$ cat src/rtl/fetch_unit.sv
// ---------------------------------------------------------------------------
// fetch_unit
//
// Instruction-fetch front end: PC register, instruction-memory address port
// and the IF/ID pipeline register. Handles decode back-pressure (stall),
// taken-branch/exception redirect with IF/ID flush, memory-wait bubbles and
// a saturating count of every bubble inserted into IF/ID.
//
// Ports
//   CLK           clock, all state changes on the rising edge
//   reset         synchronous, active-high
//   startpc       PC loaded while reset is high (no alignment applied)
//   imem_addr     fetch address, combinationally equal to the PC register
//   imem_data     instruction at imem_addr, meaningful when imem_ready=1
//   imem_ready    memory returned data this cycle
//   stall         decode cannot accept; PC and IF/ID hold
//   redirect      load redirect_pc (aligned) and flush IF/ID
//   redirect_pc   redirect target
//   currentpc     PC register
//   id_valid      IF/ID holds a real instruction
//   id_instr      IF/ID instruction (NOP_INSTR on reset and bubbles)
//   id_pc         address of id_instr
//   id_nextseqpc  id_pc + PC_STEP
//   bubble_count  saturating number of bubbles inserted
// ---------------------------------------------------------------------------
module fetch_unit #(
    parameter int                 ADDR_W    = 64,
    parameter int                 INSTR_W   = 32,
    parameter int                 PC_STEP   = 4,
    parameter logic [INSTR_W-1:0] NOP_INSTR = 32'hD503201F,
    parameter int                 CNT_W     = 16
) (
    input  logic               CLK,
    input  logic               reset,
    input  logic [ADDR_W-1:0]  startpc,
    output logic [ADDR_W-1:0]  imem_addr,
    input  logic [INSTR_W-1:0] imem_data,
    input  logic               imem_ready,
    input  logic               stall,
    input  logic               redirect,
    input  logic [ADDR_W-1:0]  redirect_pc,
    output logic [ADDR_W-1:0]  currentpc,
    output logic               id_valid,
    output logic [INSTR_W-1:0] id_instr,
    output logic [ADDR_W-1:0]  id_pc,
    output logic [ADDR_W-1:0]  id_nextseqpc,
    output logic [CNT_W-1:0]   bubble_count
);

    // Redirect targets are forced onto a PC_STEP boundary; PC_STEP is
    // expected to be a power of two.
    localparam int                ALIGN_BITS = (PC_STEP > 1) ? $clog2(PC_STEP) : 0;
    localparam logic [ADDR_W-1:0] ALIGN_MASK = ~((ADDR_W'(1) << ALIGN_BITS) - ADDR_W'(1));
    localparam logic [ADDR_W-1:0] STEP       = ADDR_W'(PC_STEP);
    localparam logic [CNT_W-1:0]  CNT_MAX    = '1;

    // One action per edge, chosen by fixed priority.
    typedef enum logic [2:0] {
        ACT_RESET,
        ACT_REDIRECT,
        ACT_HOLD,
        ACT_BUBBLE,
        ACT_FETCH
    } action_e;

    logic [ADDR_W-1:0]  r_pc;
    logic               r_id_valid;
    logic [INSTR_W-1:0] r_id_instr;
    logic [ADDR_W-1:0]  r_id_pc;
    logic [ADDR_W-1:0]  r_id_nextseqpc;
    logic [CNT_W-1:0]   r_bubble_count;

    action_e            w_act;
    logic [ADDR_W-1:0]  w_pc_inc;
    logic [ADDR_W-1:0]  w_redirect_tgt;
    logic [CNT_W-1:0]   w_cnt_inc;

    // Sequential increment wraps modulo 2^ADDR_W by truncation.
    assign w_pc_inc       = r_pc + STEP;
    assign w_redirect_tgt = redirect_pc & ALIGN_MASK;
    assign w_cnt_inc      = (r_bubble_count == CNT_MAX) ? r_bubble_count
                                                        : r_bubble_count + CNT_W'(1);

    // Redirect outranks stall so a taken branch is never lost while decode
    // is back-pressuring; stall outranks a memory wait so a held bubble is
    // not counted twice.
    always_comb begin
        w_act = ACT_FETCH;
        if (reset)
            w_act = ACT_RESET;
        else if (redirect)
            w_act = ACT_REDIRECT;
        else if (stall)
            w_act = ACT_HOLD;
        else if (!imem_ready)
            w_act = ACT_BUBBLE;
    end

    always_ff @(posedge CLK) begin
        case (w_act)
            ACT_RESET: begin
                r_pc           <= startpc;
                r_id_valid     <= 1'b0;
                r_id_instr     <= NOP_INSTR;
                r_id_pc        <= '0;
                r_id_nextseqpc <= '0;
                r_bubble_count <= '0;
            end
            ACT_REDIRECT: begin
                r_pc           <= w_redirect_tgt;
                r_id_valid     <= 1'b0;
                r_id_instr     <= NOP_INSTR;
                r_bubble_count <= w_cnt_inc;
            end
            ACT_HOLD: begin
                // everything holds
            end
            ACT_BUBBLE: begin
                r_id_valid     <= 1'b0;
                r_id_instr     <= NOP_INSTR;
                r_bubble_count <= w_cnt_inc;
            end
            default: begin
                r_pc           <= w_pc_inc;
                r_id_valid     <= 1'b1;
                r_id_instr     <= imem_data;
                r_id_pc        <= r_pc;
                r_id_nextseqpc <= w_pc_inc;
            end
        endcase
    end

    assign imem_addr    = r_pc;
    assign currentpc    = r_pc;
    assign id_valid     = r_id_valid;
    assign id_instr     = r_id_instr;
    assign id_pc        = r_id_pc;
    assign id_nextseqpc = r_id_nextseqpc;
    assign bubble_count = r_bubble_count;

endmodule

$ cat config.mk
export PLATFORM = sky130hd
export DESIGN_NAME = fetch_unit
export DESIGN_NICKNAME = d
export VERILOG_FILES = /design/src/rtl/fetch_unit.sv
export SDC_FILE = /design/constraint.sdc
export NUM_CORES = 1
export LEC_CHECK = 0
export ABC_AREA = 1
export CAP_MARGIN = 10
export CORE_AREA = 2 2 182 184
export CTS_BUF_LIST = sky130_fd_sc_hd__clkbuf_4
export CTS_CLUSTER_DIAMETER = 40
export CTS_CLUSTER_SIZE = 8
export DETAILED_ROUTE_END_ITERATION = 8
export DIE_AREA = 0 0 184 186
export PLACE_DENSITY = 0.74
export SLEW_MARGIN = 40
export SYNTH_ARGS = -nofsm -noshare
export SYNTH_HDL_FRONTEND = slang
export SYNTH_SLANG_ARGS = --single-unit
$ cat constraint.sdc
create_clock -name CLK -period 8.6 [get_ports CLK]
set_clock_uncertainty 0.05 [all_clocks]
set_input_delay 0.86 -clock CLK [delete_from_list [all_inputs] [get_ports CLK]]
set_output_delay 0.86 -clock CLK [all_outputs]
set_load 0.01 [all_outputs]
[Word-level counts from Yosys, hierarchy flattened]
Index checks and enable logic that the tools add are counted.
Operators by class
  add/subtract/negate cells: 2
  equal/unequal tests: 5
  mux-type cells: 11
  reduce and logical (&&, ||, !) cells: 7
Operators by type and width (number)
  64-bit one-hot mux with 2 select lines: 2
  64-bit one-hot mux with 3 select lines: 1
  64-bit by 3-bit adder with 64-bit output, second input constant: 1
  32-bit one-hot mux with 2 select lines: 1
  16-bit one-hot mux with 2 select lines: 1
  16-bit by 1-bit adder with 16-bit output, second input constant: 1
  16-bit equality test, second input constant: 1
  16-bit 2-to-1 mux: 1
  3-bit 2-to-1 mux: 4
  3-bit by 2-bit equality test with 1-bit output, second input constant: 2
  3-bit OR reduction: 2
  2-bit OR reduction: 2
  3-bit by 1-bit equality test with 1-bit output, second input constant: 1
  3-bit logical NOT: 1
  2-bit != test, second input constant: 1
  1-bit one-hot mux with 2 select lines: 1
  2-bit AND reduction: 1
  2-bit nonzero test: 1
Storage, ports and cells
  bits in registers: 241
  input port bits: 165
  output and inout bits: 305
  word-level logic and storage cells: 31

[Depth between registers and ports, before layout]
  depth after elaboration: 8
  gate-level depth with buffers: 12
  mapped depth without buffers: 12

[Least setup slack after synthesis]
OpenSTA, ideal clock, no wires.
  path kind: input -> register
  start: in reset
  end: reg r_id_nextseqpc[0] (netlist: id_nextseqpc[0]) (enable)
  library setup time: 0.653 ns
  arrival: 7.526 ns
  data required time: 7.897 ns
  slack: 0.371 ns
  stages: 5
  path buffers: 1
  path through: clkbuf_1 inv_1 o21ai_0 inv_1 a21oi_1
On the way
  longest elaborated chain between the ends: 3
  elaborated cells between the ends (all ways): 5
  those cells by class: eq/ne: 3; mux: 1; reduce/logical: 1
RTL lines
  start: declaration: line 34  | input logic reset,
  3-bit 2-to-1 mux (*): line 89  | if (reset)
  3-bit by 2-bit equality test with 1-bit output / 3-bit by 1-bit equality test with 1-bit output (equally long branches): line 100  | case (w_act)
  3-bit OR reduction (no line) (*)
  end signal: assignment: line 128  | r_id_nextseqpc <= w_pc_inc;
  end: declaration: line 70  | logic [ADDR_W-1:0] r_id_nextseqpc;
Mark *: on every way between the ends. The rest lies on a longest branch, timed or not.
A chain may end at the register's enable or synchronous reset.

[Worst setup path after layout]
  start: in reset
  end: reg r_id_pc[33] (netlist: id_pc[33]) (enable)
On the way
  longest elaborated chain between the ends: 3
  elaborated cells between the ends (all ways): 5
  those cells by class: eq/ne: 3; mux: 1; reduce/logical: 1
RTL lines
  3-bit 2-to-1 mux (*): line 89
  3-bit by 2-bit equality test with 1-bit output / 3-bit by 1-bit equality test with 1-bit output (equally long branches): line 100
  3-bit OR reduction (no line) (*)
  end signal: assignment: line 127  | r_id_pc <= r_pc;
  end: declaration: line 69  | logic [ADDR_W-1:0] r_id_pc;
Marks and branches as above.

==> impl_metrics.py <==
metrics = {
    "synth": {
        "yosysSeqAreaShare_pct": 58.3,
        "ys.flop_type": "edfxtp_1",
        "yosys_warnings": 0,
        "synthArstFlopShare_pct": 0,
        "syn_avg_cell_area_sq_um": 9.19,
        "synth_edf_count": 239,
        "netlist_instances": 1339,
        "synthesis.nets": 1506,
        "synth-seq-cells": 239,
        "synth_cell_types": 33,
        "syn_area_sq_um": 12300,
    },
    "sta": {
        "setup_tns_ns": 0,
        "setup_viol": 0,
        "min_period_ns": 3.96,
        "period_share_pct": 46.0,
        "maxSlewViolCount": 0,
        "final-hold-violation-count": 0,
        "slew_headroom_pct": 43.1,
        "worst_pin_slew_ns": 0.854,
        "holdWs_ns": 0.597,
        "max_freq_mhz": 253,
        "rsz0062_at_grt": "no",
    },
    "status": {
        "status": "finished, final reports clean",
    },
    "floorplanning": {
        "std_cell_rows": 66,
        "die_w_um": 184,
        "coreArea_sq_um": 32200,
        "die_area_sq_um": 34200,
        "initial_utilization_pct": 38.2,
        "die_y_um": 186,
        "io_pins": 470,
    },
    "place": {
        "place_hpwl_um": 32500,
        "gp_congestion": 0.910,
        "io_buffers": 467,
    },
    "finish": {
        "final_cell_mix": "clkdlybuf4s50_1 (466), nand2_1 (356), edfxtp_1 (239)",
        "drive_gt1_share_pct": 7.33,
        "final_nets": 1924,
        "area_growth_pct": 43.0,
        "final_common_cell": "clkdlybuf4s50_1",
    },
    "clocking": {
        "cts_tree": "built",
        "postCtsSetupBuffers": 0,
        "cts_max_level": 2,
        "postCtsResizedCells": 0,
        "cts.clk_slew.worst_paths_ns": 0.08,
        "cts-root-buf": "clkbuf_4",
        "clock_latency_ns": 0.70,
        "cts_buffers": 45,
        "cts.sinks": 239,
        "hold_buffers": 0,
        "cts_buffer_depth": 3,
    },
    "setup_path": {
        "rr_startpoint": "currentpc[3]$_DFFE_PN_",
        "ff2ff_setup_slack_ns": 5.94,
        "reg2reg_depth": 10,
        "path_class": "in2reg",
        "cp.required_ns": 8.83,
        "start_kind": "input port",
        "path_max_fanout": 90,
        "r2r-end": "currentpc[52]$_DFFE_PN_",
        "crit_path_end_kind": "flop",
        "cp.arrival_ns": 4.19,
        "cp-endpoint": "id_pc[33]$_SDFFCE_PN0N_",
        "startpoint": "reset",
    },
    "global_route": {
        "grt_max_degree": 97,
        "grt.overflow.total": 0,
        "antenna_found_initial": 4,
        "grt_pass1_wl_um": 63000,
        "grtUsageTotal_pct": 24.8,
        "first_global_vias": 10600,
    },
    "route": {
        "firstDrtPassIters": 5,
        "vias_per_cell": 4.93,
        "drt_first_iter_violations": 809,
        "vias": 10800,
        "drtAntennaViolNets": 0,
        "route.detailed.drc": 0,
        "wl_per_cell_um": 19.9,
        "drt_wl_total_um": 43800,
    },
    "worst_hold_path": {
        "hp-class": "reg2reg",
        "holdPathStages": 2,
        "min-delay-start": "bubble_count[8]$_SDFFCE_PN0P_",
    },
    "power": {
        "power_density_nw_per_um2": 179,
        "power.leakage_uw": 0.00718,
        "vdd_drop_max_v": 0.000123,
    },
    "flow_run": {
        "drv_cap": 0,
    },
}
-- routing by layer --
layer	track usage, %	vias to the layer above	share of wire, %
met5	0	-	0.059
met4	8.19	4	2.9
met3	6.71	79	9.0
met2	44.5	526	50
met1	28.8	5110	38
li1	-	5120	-
-- cells by family after synthesis --
group / share of synthesized area [%]
XOR/XNOR: 2.28
AO/OA/AOI/OAI: 5.07
buffers and inverters: 10.7
AND/OR/NAND/NOR: 23.5
flip-flops: 58.3
adder cells (fa/ha/maj): 0.203
-- flip-flops by register name (all words and copies together), names as in the netlist --
| register | count |
|---|---|
| bubble_count | 16 |
| currentpc | 64 |
| id_instr | 32 |
| id_nextseqpc | 64 |
| id_pc | 62 |
| id_valid | 1 |
-- synth_stat cells (3+ instances only) --
cell	count	share of area, %
a21oi_1	41	1.7
a22o_1	23	1.6
a22oi_1	5	0.30
and2_1	8	0.41
buf_1	8	0.24
buf_2	17	0.69
buf_4	68	4.1
clkbuf_1	12	0.37
edfxtp_1	239	58
inv_1	167	5.1
inv_2	3	0.091
nand2_1	356	11
nand2_2	7	0.36
nand2_4	4	0.37
nand3_1	49	2.0
nand4_1	10	0.51
nor2_1	218	6.6
nor2_2	4	0.20
nor2_4	7	0.64
nor3_1	6	0.24
o211ai_1	6	0.37
o21ai_0	10	0.41
o21ai_1	14	0.57
or2_2	16	0.81
xor2_1	30	2.1
-- power by group --
| group | switching (uW) | total (uW) | leakage (uW) | internal (uW) |
|---|---|---|---|---|
| clock network | 467 | 930 | 0.000374 | 462 |
| registers | 103 | 1530 | 0.00252 | 1420 |
| logic | 332 | 703 | 0.00429 | 371 |
-- worst min-delay path by stage --
stage | to | slack [ns]
global placement | id_nextseqpc[1]$_SDFFCE_PN0N_ | 0.55
CTS | id_nextseqpc[1]$_SDFFCE_PN0N_ | 0.59
global route | bubble_count[0]$_SDFFCE_PN0P_ | 0.62
detailed placement | bubble_count[8]$_SDFFCE_PN0P_ | 0.56
finish | bubble_count[8]$_SDFFCE_PN0P_ | 0.60
floorplan | id_nextseqpc[0]$_SDFFCE_PN0N_ | 0.51
-- critical path: stages --
cell,delay [ns]
buf_6,0.53
inv_1,0.45
o21ai_1,0.58
inv_1,0.33
a21oi_4,0.67
buf_4,0.64
-- per-stage QoR --
stage               cells  instance area (sq um)  worst slack (ns)  utilization, %  power, uW
finish               2198                  17600              4.64            54.7       3160
global route         2198                  17600              4.43            54.7       3300
CTS                  2195                  17600              4.56            54.6       3190
detailed placement   2117                  16900              3.83            52.5       2260
global placement     2117                  16900              3.67            52.5       2250
floorplan            1339                  12300             0.371               -       1840
-- final cells by class --
type	instances	area, sq um
diodes	2	5.00
multi-input cells	824	3840
well taps	408	510
fillers	2863	14600
clock buffers	55	413
inverters	171	642
repair buffers	476	4760
clock inverters	23	249
flip-flops and latches	239	7180
Note: power is estimated with default switching activity, not from simulation.
